`src/rtl/sprite_compositor.sv`:
```
// +----------------------------------------------------------------------------+
// | sprite_compositor                                                          |
// | Merges NUM_LAYERS widget pixels over a background colour with priority or  |
// | saturating-add blending, plus per-frame layer collision flags.             |
// | Rev 1.0                                                                    |
// +----------------------------------------------------------------------------+
`default_nettype none

module sprite_compositor #(
  parameter int NUM_LAYERS = 4,
  parameter int COLOR_W    = 4,
  parameter int BLEND_MODE = 0,
  parameter int FCNT_W     = 16
) (
  input  logic                          CLK_100MHz,
  input  logic                          Reset,
  input  logic                          HBlank,
  input  logic                          VBlank,
  input  logic [NUM_LAYERS-1:0]         layerYes,
  input  logic [NUM_LAYERS-1:0]         layerEnable,
  input  logic [NUM_LAYERS*COLOR_W-1:0] layerRed,
  input  logic [NUM_LAYERS*COLOR_W-1:0] layerGreen,
  input  logic [NUM_LAYERS*COLOR_W-1:0] layerBlue,
  input  logic [COLOR_W-1:0]            bgRed,
  input  logic [COLOR_W-1:0]            bgGreen,
  input  logic [COLOR_W-1:0]            bgBlue,
  output logic [COLOR_W-1:0]            RED,
  output logic [COLOR_W-1:0]            GREEN,
  output logic [COLOR_W-1:0]            BLUE,
  output logic                          HBlankOut,
  output logic                          VBlankOut,
  output logic [NUM_LAYERS-1:0]         collide,
  output logic                          frameDone,
  output logic [FCNT_W-1:0]             frameCount
);

  localparam int                SUM_W     = COLOR_W + $clog2(NUM_LAYERS);
  localparam logic [SUM_W-1:0]  C_SAT_MAX = SUM_W'({COLOR_W{1'b1}});

  logic [NUM_LAYERS-1:0]         vis_s1;
  logic [NUM_LAYERS*COLOR_W-1:0] red_s1, green_s1, blue_s1;
  logic [COLOR_W-1:0]            bg_red_s1, bg_green_s1, bg_blue_s1;
  logic                          hblank_s1, vblank_s1;

  logic                          active_s1;
  logic                          overlap_s1;
  logic                          frame_edge;
  logic [SUM_W-1:0]              sum_red, sum_green, sum_blue;
  logic [COLOR_W-1:0]            red_nxt, green_nxt, blue_nxt;
  logic [NUM_LAYERS-1:0]         acc;

  always_ff @(posedge CLK_100MHz or negedge Reset) begin
    if (!Reset) begin
      vis_s1      <= '0;
      red_s1      <= '0;
      green_s1    <= '0;
      blue_s1     <= '0;
      bg_red_s1   <= '0;
      bg_green_s1 <= '0;
      bg_blue_s1  <= '0;
      hblank_s1   <= 1'b0;
      vblank_s1   <= 1'b0;
    end else begin
      vis_s1      <= layerYes & layerEnable;
      red_s1      <= layerRed;
      green_s1    <= layerGreen;
      blue_s1     <= layerBlue;
      bg_red_s1   <= bgRed;
      bg_green_s1 <= bgGreen;
      bg_blue_s1  <= bgBlue;
      hblank_s1   <= HBlank;
      vblank_s1   <= VBlank;
    end
  end

  assign active_s1  = ~hblank_s1 & ~vblank_s1;
  // Clearing the lowest set bit leaves something only when two or more layers are visible.
  assign overlap_s1 = (vis_s1 & (vis_s1 - NUM_LAYERS'(1))) != '0;
  assign frame_edge = vblank_s1 & ~VBlankOut;

  always_comb begin
    sum_red   = '0;
    sum_green = '0;
    sum_blue  = '0;
    for (int i = 0; i < NUM_LAYERS; i++) begin
      if (vis_s1[i]) begin
        sum_red   = sum_red   + SUM_W'(red_s1[i*COLOR_W +: COLOR_W]);
        sum_green = sum_green + SUM_W'(green_s1[i*COLOR_W +: COLOR_W]);
        sum_blue  = sum_blue  + SUM_W'(blue_s1[i*COLOR_W +: COLOR_W]);
      end
    end
  end

  always_comb begin
    red_nxt   = '0;
    green_nxt = '0;
    blue_nxt  = '0;
    if (!active_s1) begin
      red_nxt   = '0;
      green_nxt = '0;
      blue_nxt  = '0;
    end else if (vis_s1 == '0) begin
      red_nxt   = bg_red_s1;
      green_nxt = bg_green_s1;
      blue_nxt  = bg_blue_s1;
    end else if (BLEND_MODE == 0) begin
      // Walk from the top index down so the lowest visible index is written last.
      for (int i = NUM_LAYERS - 1; i >= 0; i--) begin
        if (vis_s1[i]) begin
          red_nxt   = red_s1[i*COLOR_W +: COLOR_W];
          green_nxt = green_s1[i*COLOR_W +: COLOR_W];
          blue_nxt  = blue_s1[i*COLOR_W +: COLOR_W];
        end
      end
    end else begin
      red_nxt   = (sum_red   > C_SAT_MAX) ? '1 : sum_red[COLOR_W-1:0];
      green_nxt = (sum_green > C_SAT_MAX) ? '1 : sum_green[COLOR_W-1:0];
      blue_nxt  = (sum_blue  > C_SAT_MAX) ? '1 : sum_blue[COLOR_W-1:0];
    end
  end

  always_ff @(posedge CLK_100MHz or negedge Reset) begin
    if (!Reset) begin
      RED       <= '0;
      GREEN     <= '0;
      BLUE      <= '0;
      HBlankOut <= 1'b0;
      VBlankOut <= 1'b0;
    end else begin
      RED       <= red_nxt;
      GREEN     <= green_nxt;
      BLUE      <= blue_nxt;
      HBlankOut <= hblank_s1;
      VBlankOut <= vblank_s1;
    end
  end

  always_ff @(posedge CLK_100MHz or negedge Reset) begin
    if (!Reset) begin
      acc        <= '0;
      collide    <= '0;
      frameDone  <= 1'b0;
      frameCount <= '0;
    end else begin
      frameDone <= frame_edge;
      if (frame_edge) begin
        collide    <= acc;
        acc        <= '0;
        frameCount <= frameCount + FCNT_W'(1);
      end else if (active_s1 && overlap_s1) begin
        acc <= acc | vis_s1;
      end
    end
  end

endmodule

`default_nettype wire

```
`config.mk`:
```
export PLATFORM = sky130hd
export DESIGN_NAME = sprite_compositor
export DESIGN_NICKNAME = d
export VERILOG_FILES = /design/src/rtl/sprite_compositor.sv
export SDC_FILE = /design/constraint.sdc
export NUM_CORES = 1
export LEC_CHECK = 0
export CORE_MARGIN = 4
export CORE_UTILIZATION = 46
export DETAILED_ROUTE_END_ITERATION = 8
export PLACE_DENSITY = 0.78
export SETUP_SLACK_MARGIN = 0.4
export SYNTH_ARGS = -nofsm -noshare
export SYNTH_HDL_FRONTEND = slang
export SYNTH_SLANG_ARGS = --single-unit
```
`constraint.sdc`:
```
create_clock -name CLK_100MHz -period 1.6 [get_ports CLK_100MHz]
set_clock_uncertainty 0.05 [all_clocks]
set_input_delay 0.16 -clock CLK_100MHz [delete_from_list [all_inputs] [get_ports CLK_100MHz]]
set_output_delay 0.16 -clock CLK_100MHz [all_outputs]
set_load 0.03 [all_outputs]
```
==> tab_implementation.tex <==
\begin{tabular}{lr}
\hline
Metric & Value \\
\hline
\multicolumn{2}{l}{\textbf{Status}} \\
\quad Result of the run & finished, final reports clean \\
\multicolumn{2}{l}{\textbf{Global routing}} \\
\quad Global-route wire length before repair & 12810 um \\
\quad Met2 GRT Util & 30.15\% \\
\quad Largest net degree at the start of global routing & 106 \\
\quad Via count of the first global-routing pass & 2721 \\
\quad GR Util met3 & 5.552\% \\
\quad GR Util met1 & 19.72\% \\
\quad Sum of overflow across all layers after global routing & 0 \\
\quad Busiest grt layer & met2 \\
\quad Initial antenna violation count & 0 \\
\quad Global Route Usage Sum & 17.25\% \\
\multicolumn{2}{l}{\textbf{Placed design}} \\
\quad HPWL Detailed & 5598 um \\
\quad GP Congestion & 0.7435 \\
\quad Number of buffers inserted by port buffering & 106 \\
\quad Dpl cell area & 4892 sq um \\
\multicolumn{2}{l}{\textbf{Synthesis}} \\
\quad Cells after synthesis & 272 \\
\quad Cell variety after synth & 30 \\
\quad Synthesized netlist net count & 345 \\
\quad Number of synthesized register bits & 105 \\
\quad Top FF cell, synth & sky130\_fd\_sc\_hd\_\_dfrtp\_1 \\
\quad Yosys warning count & 0 \\
\quad Mean instance size in the synthesized netlist & 13.34 sq um \\
\quad Share of the yosys chip area belonging to registers & 72.41\% \\
\quad Netlist area before placement & 3628 sq um \\
\quad Fraction of registers with async set or reset after synthesis & 100.0\% \\
\quad EDFF count, synth & 0 \\
\multicolumn{2}{l}{\textbf{Worst setup path}} \\
\quad Data required time at the worst endpoint & 1.79 ns \\
\quad Launching instance or port of the critical path & vblank\_s1 \\
\quad Maximum fanout count along the critical path & 5 \\
\quad Dominant delay contributor by cell family on the critical path & flip-flops \\
\quad Terminus of the critical flop-to-flop path & collide[1] \\
\quad Type of element capturing the critical path & flop \\
\quad WS Path Type & reg2reg \\
\quad Arrival time worst endpoint & 1.56 ns \\
\quad Sort of element at the start of the critical path & flop \\
\quad Cell with the largest stage delay on the worst path & sky130\_fd\_sc\_hd\_\_dfrtp\_1 \\
\quad Biggest cell delay along the critical path & 0.43 ns \\
\quad Register-to-Register Setup Slack & 0.23 ns \\
\quad Sequence of cells on the critical path & and2b\_2 -> buf\_6 -> buf\_8 -> mux2\_4 \\
\quad Reg2reg start & vblank\_s1 \\
\quad Critical path buffer and inverter count & 2 \\
\quad Worst reg-to-reg path cell count & 4 \\
\multicolumn{2}{l}{\textbf{CTS}} \\
\quad Root buffer selected by CTS & sky130\_fd\_sc\_hd\_\_clkbuf\_8 \\
\quad Clock input transition at the sequential cells of the worst setup and hold paths & 0.09 ns \\
\quad Worst-Skew Late Latency & 0.36 ns \\
\quad CTS max path bufs & 2 \\
\quad H-tree lvl count & 3 \\
\quad Clock buffer count from CTS & 9 \\
\quad TritonCTS Sinks & 105 \\
\quad Clock tree from TritonCTS & done \\
\multicolumn{2}{l}{\textbf{Finish}} \\
\quad Cell area after layout & 5445 sq um \\
\quad Fraction of final layout cells sized beyond drive strength 1 & 34.83\% \\
\quad Antenna diode count & 0 \\
\quad Leading cell types in the layout, fill and taps excluded & sky130\_fd\_sc\_hd\_\_dfrtp\_1 (93), sky130\_fd\_sc\_hd\_\_clkdlybuf4s50\_1 (70), sky130\_fd\_sc\_hd\_\_buf\_4 (33), sky130\_fd\_sc\_hd\_\_a21oi\_1 (29), sky130\_fd\_sc\_hd\_\_buf\_2 (21) \\
\quad Number of nets in the layout & 491 \\
\quad Synthesis-to-finish area growth & 50.07\% \\
\quad Leading cell type in the layout, fill and taps excluded & sky130\_fd\_sc\_hd\_\_dfrtp\_1 \\
\multicolumn{2}{l}{\textbf{Floorplanning}} \\
\quad Number of rows created at floorplan & 32 \\
\quad Number of top-level design ports & 107 \\
\quad Die Wd & 96.82 um \\
\quad Die extent in y & 96.82 um \\
\quad Die ar. & 9373 sq um \\
\quad Effective utilization at floorplan & 47.20\% \\
\quad Core Region & 7687 sq um \\
\multicolumn{2}{l}{\textbf{Timing}} \\
\quad Setup violation total in the final timing report & 0 \\
\quad Hold slack & 0.1787 ns \\
\quad Worst relative slew slack & 64.87\% \\
\quad Hold violation total from the final report & 0 \\
\quad Slew @ Worst Pin & 0.5269 ns \\
\quad Share of the clock period used by the worst path after layout & 85.39\% \\
\quad Number of max-slew violations in the final report & 0 \\
\quad Setup TNS & 0 ns \\
\quad Setup repair after global routing missed its margin & true \\
\quad Time the worst path needs with I/O delays and setup & 1.366 ns \\
\quad Highest Clock Rate & 0.7320 GHz \\
\multicolumn{2}{l}{\textbf{Power}} \\
\quad Static leakage & 2.472 nW \\
\quad Power density normalized to cell area & 1096 nW/um\^{}2 \\
\quad Peak supply drop & 614.4 uV \\
\multicolumn{2}{l}{\textbf{Detailed routing}} \\
\quad Average wire per standard cell & 16.22 um \\
\quad Number of iterations in the first detailed-routing pass & 4 \\
\quad Ratio of routed vias to standard cells & 4.979 \\
\quad Routed WL & 8498 um \\
\quad Detailed-route via count & 2609 \\
\quad Final antenna-violating net count & 0 \\
\quad Initial drt markers & 82 \\
\quad \# DRC & 0 \\
\multicolumn{2}{l}{\textbf{Min path}} \\
\quad Hold Crit Depth & 1 \\
\quad Hold Crit Endpoint & green\_s1[12] \\
\quad Hold path startpoint & layerGreen[12] \\
\quad Min-delay worst type & in2reg \\
\multicolumn{2}{l}{\textbf{Run}} \\
\quad Number of max-cap violations & 0 \\
\hline
\end{tabular}
## flip-flops by register name (all words and copies together), names as in the netlist
name / count
blue_s1: 16
frameCount: 16
green_s1: 16
red_s1: 16
BLUE: 4
GREEN: 4
RED: 4
acc: 4
bg_blue_s1: 4
bg_green_s1: 4
bg_red_s1: 4
collide: 4
vis_s1: 4
HBlankOut: 1
VBlankOut: 1
frameDone: 1
hblank_s1: 1
vblank_s1: 1
## area by class of cell
type	count	area [sq um]
Inverter	11	41.29
Clock buffer	10	137.6
Multi-Input combinational cell	144	1079
Tap cell	102	127.6
Timing Repair Buffer	147	1355
Fill cell	539	2242
Sequential cell	105	2643
Clock inverter	5	62.56
## kinds of logic after synthesis
family	Yosys count	share of synthesized area [%]
muxes	14	4.345
AOI/OAI and AO/OA	66	9.310
and+or+nand+nor	48	7.138
DFF	105	72.41
buffers and inverters	23	2.827
adders and majority gates	1	0.3448
xor gates and xnor gates	15	3.621
## cell usage after synthesis, drive strengths merged, types with 3 or more instances
cell type / n / area share [%]
inv: 11 / 1.1
and2: 4 / 0.69
nand2: 13 / 1.3
mux2: 14 / 4.3
nand4: 4 / 0.69
buf: 10 / 1.5
nor2: 10 / 1.0
xor2: 3 / 0.72
nand3: 4 / 0.55
o21ai: 25 / 3.4
dfrtp: 105 / 72
a21oi: 37 / 5.1
and3: 3 / 0.52
xnor2: 12 / 2.9
## worst max path at each step
stage	end	slack [ns]	cells past startpoint
4_1_cts	BLUE[3]	0.22	5
2_1_floorplan	frameCount[11]	0.12	5
3_5_place_dp	RED[2]	0.11	5
6_report	collide[1]	0.23	4
3_3_place_gp	frameCount[15]	0.17	4
5_1_grt	frameCount[11]	0.16	4
## metrics by stage
stage                     utilization (%)  setup slack (ns)  std cells  power (mW)
after floorplan                         -            0.1211        272       3.511
after global placement              63.64            0.1701        478       4.024
after detailed placement            63.64            0.1060        478       4.060
after CTS                           66.70            0.2217        507       5.775
after global routing                70.83            0.1644        524       6.176
final                               70.83            0.2338        524       5.966
## layer usage
metal | share of wire [%] | vias up
met5 | 0 | -
met4 | 2.1 | 0
met3 | 7.3 | 17
met2 | 53 | 96
met1 | 38 | 1294
li1 | - | 1202
## what timing repair did
item | in CTS | in global routing
endpoints found under the hold margin | 105 | 0
setup buffers | 13 | 16
gates cloned | 0 | 1
setup endpoints to repair | 68 | 47
pin swaps | 18 | 24
gates resized for setup | 205 | 53
hold buffers | 1 | 0
## power by group
part	switching, mW	internal [mW]	leakage, nW
clock network	0.886	0.769	0.0954
registers	0.154	2.86	1.28
logic	0.615	0.683	1.10
Power figures use the tool's default switching activity.
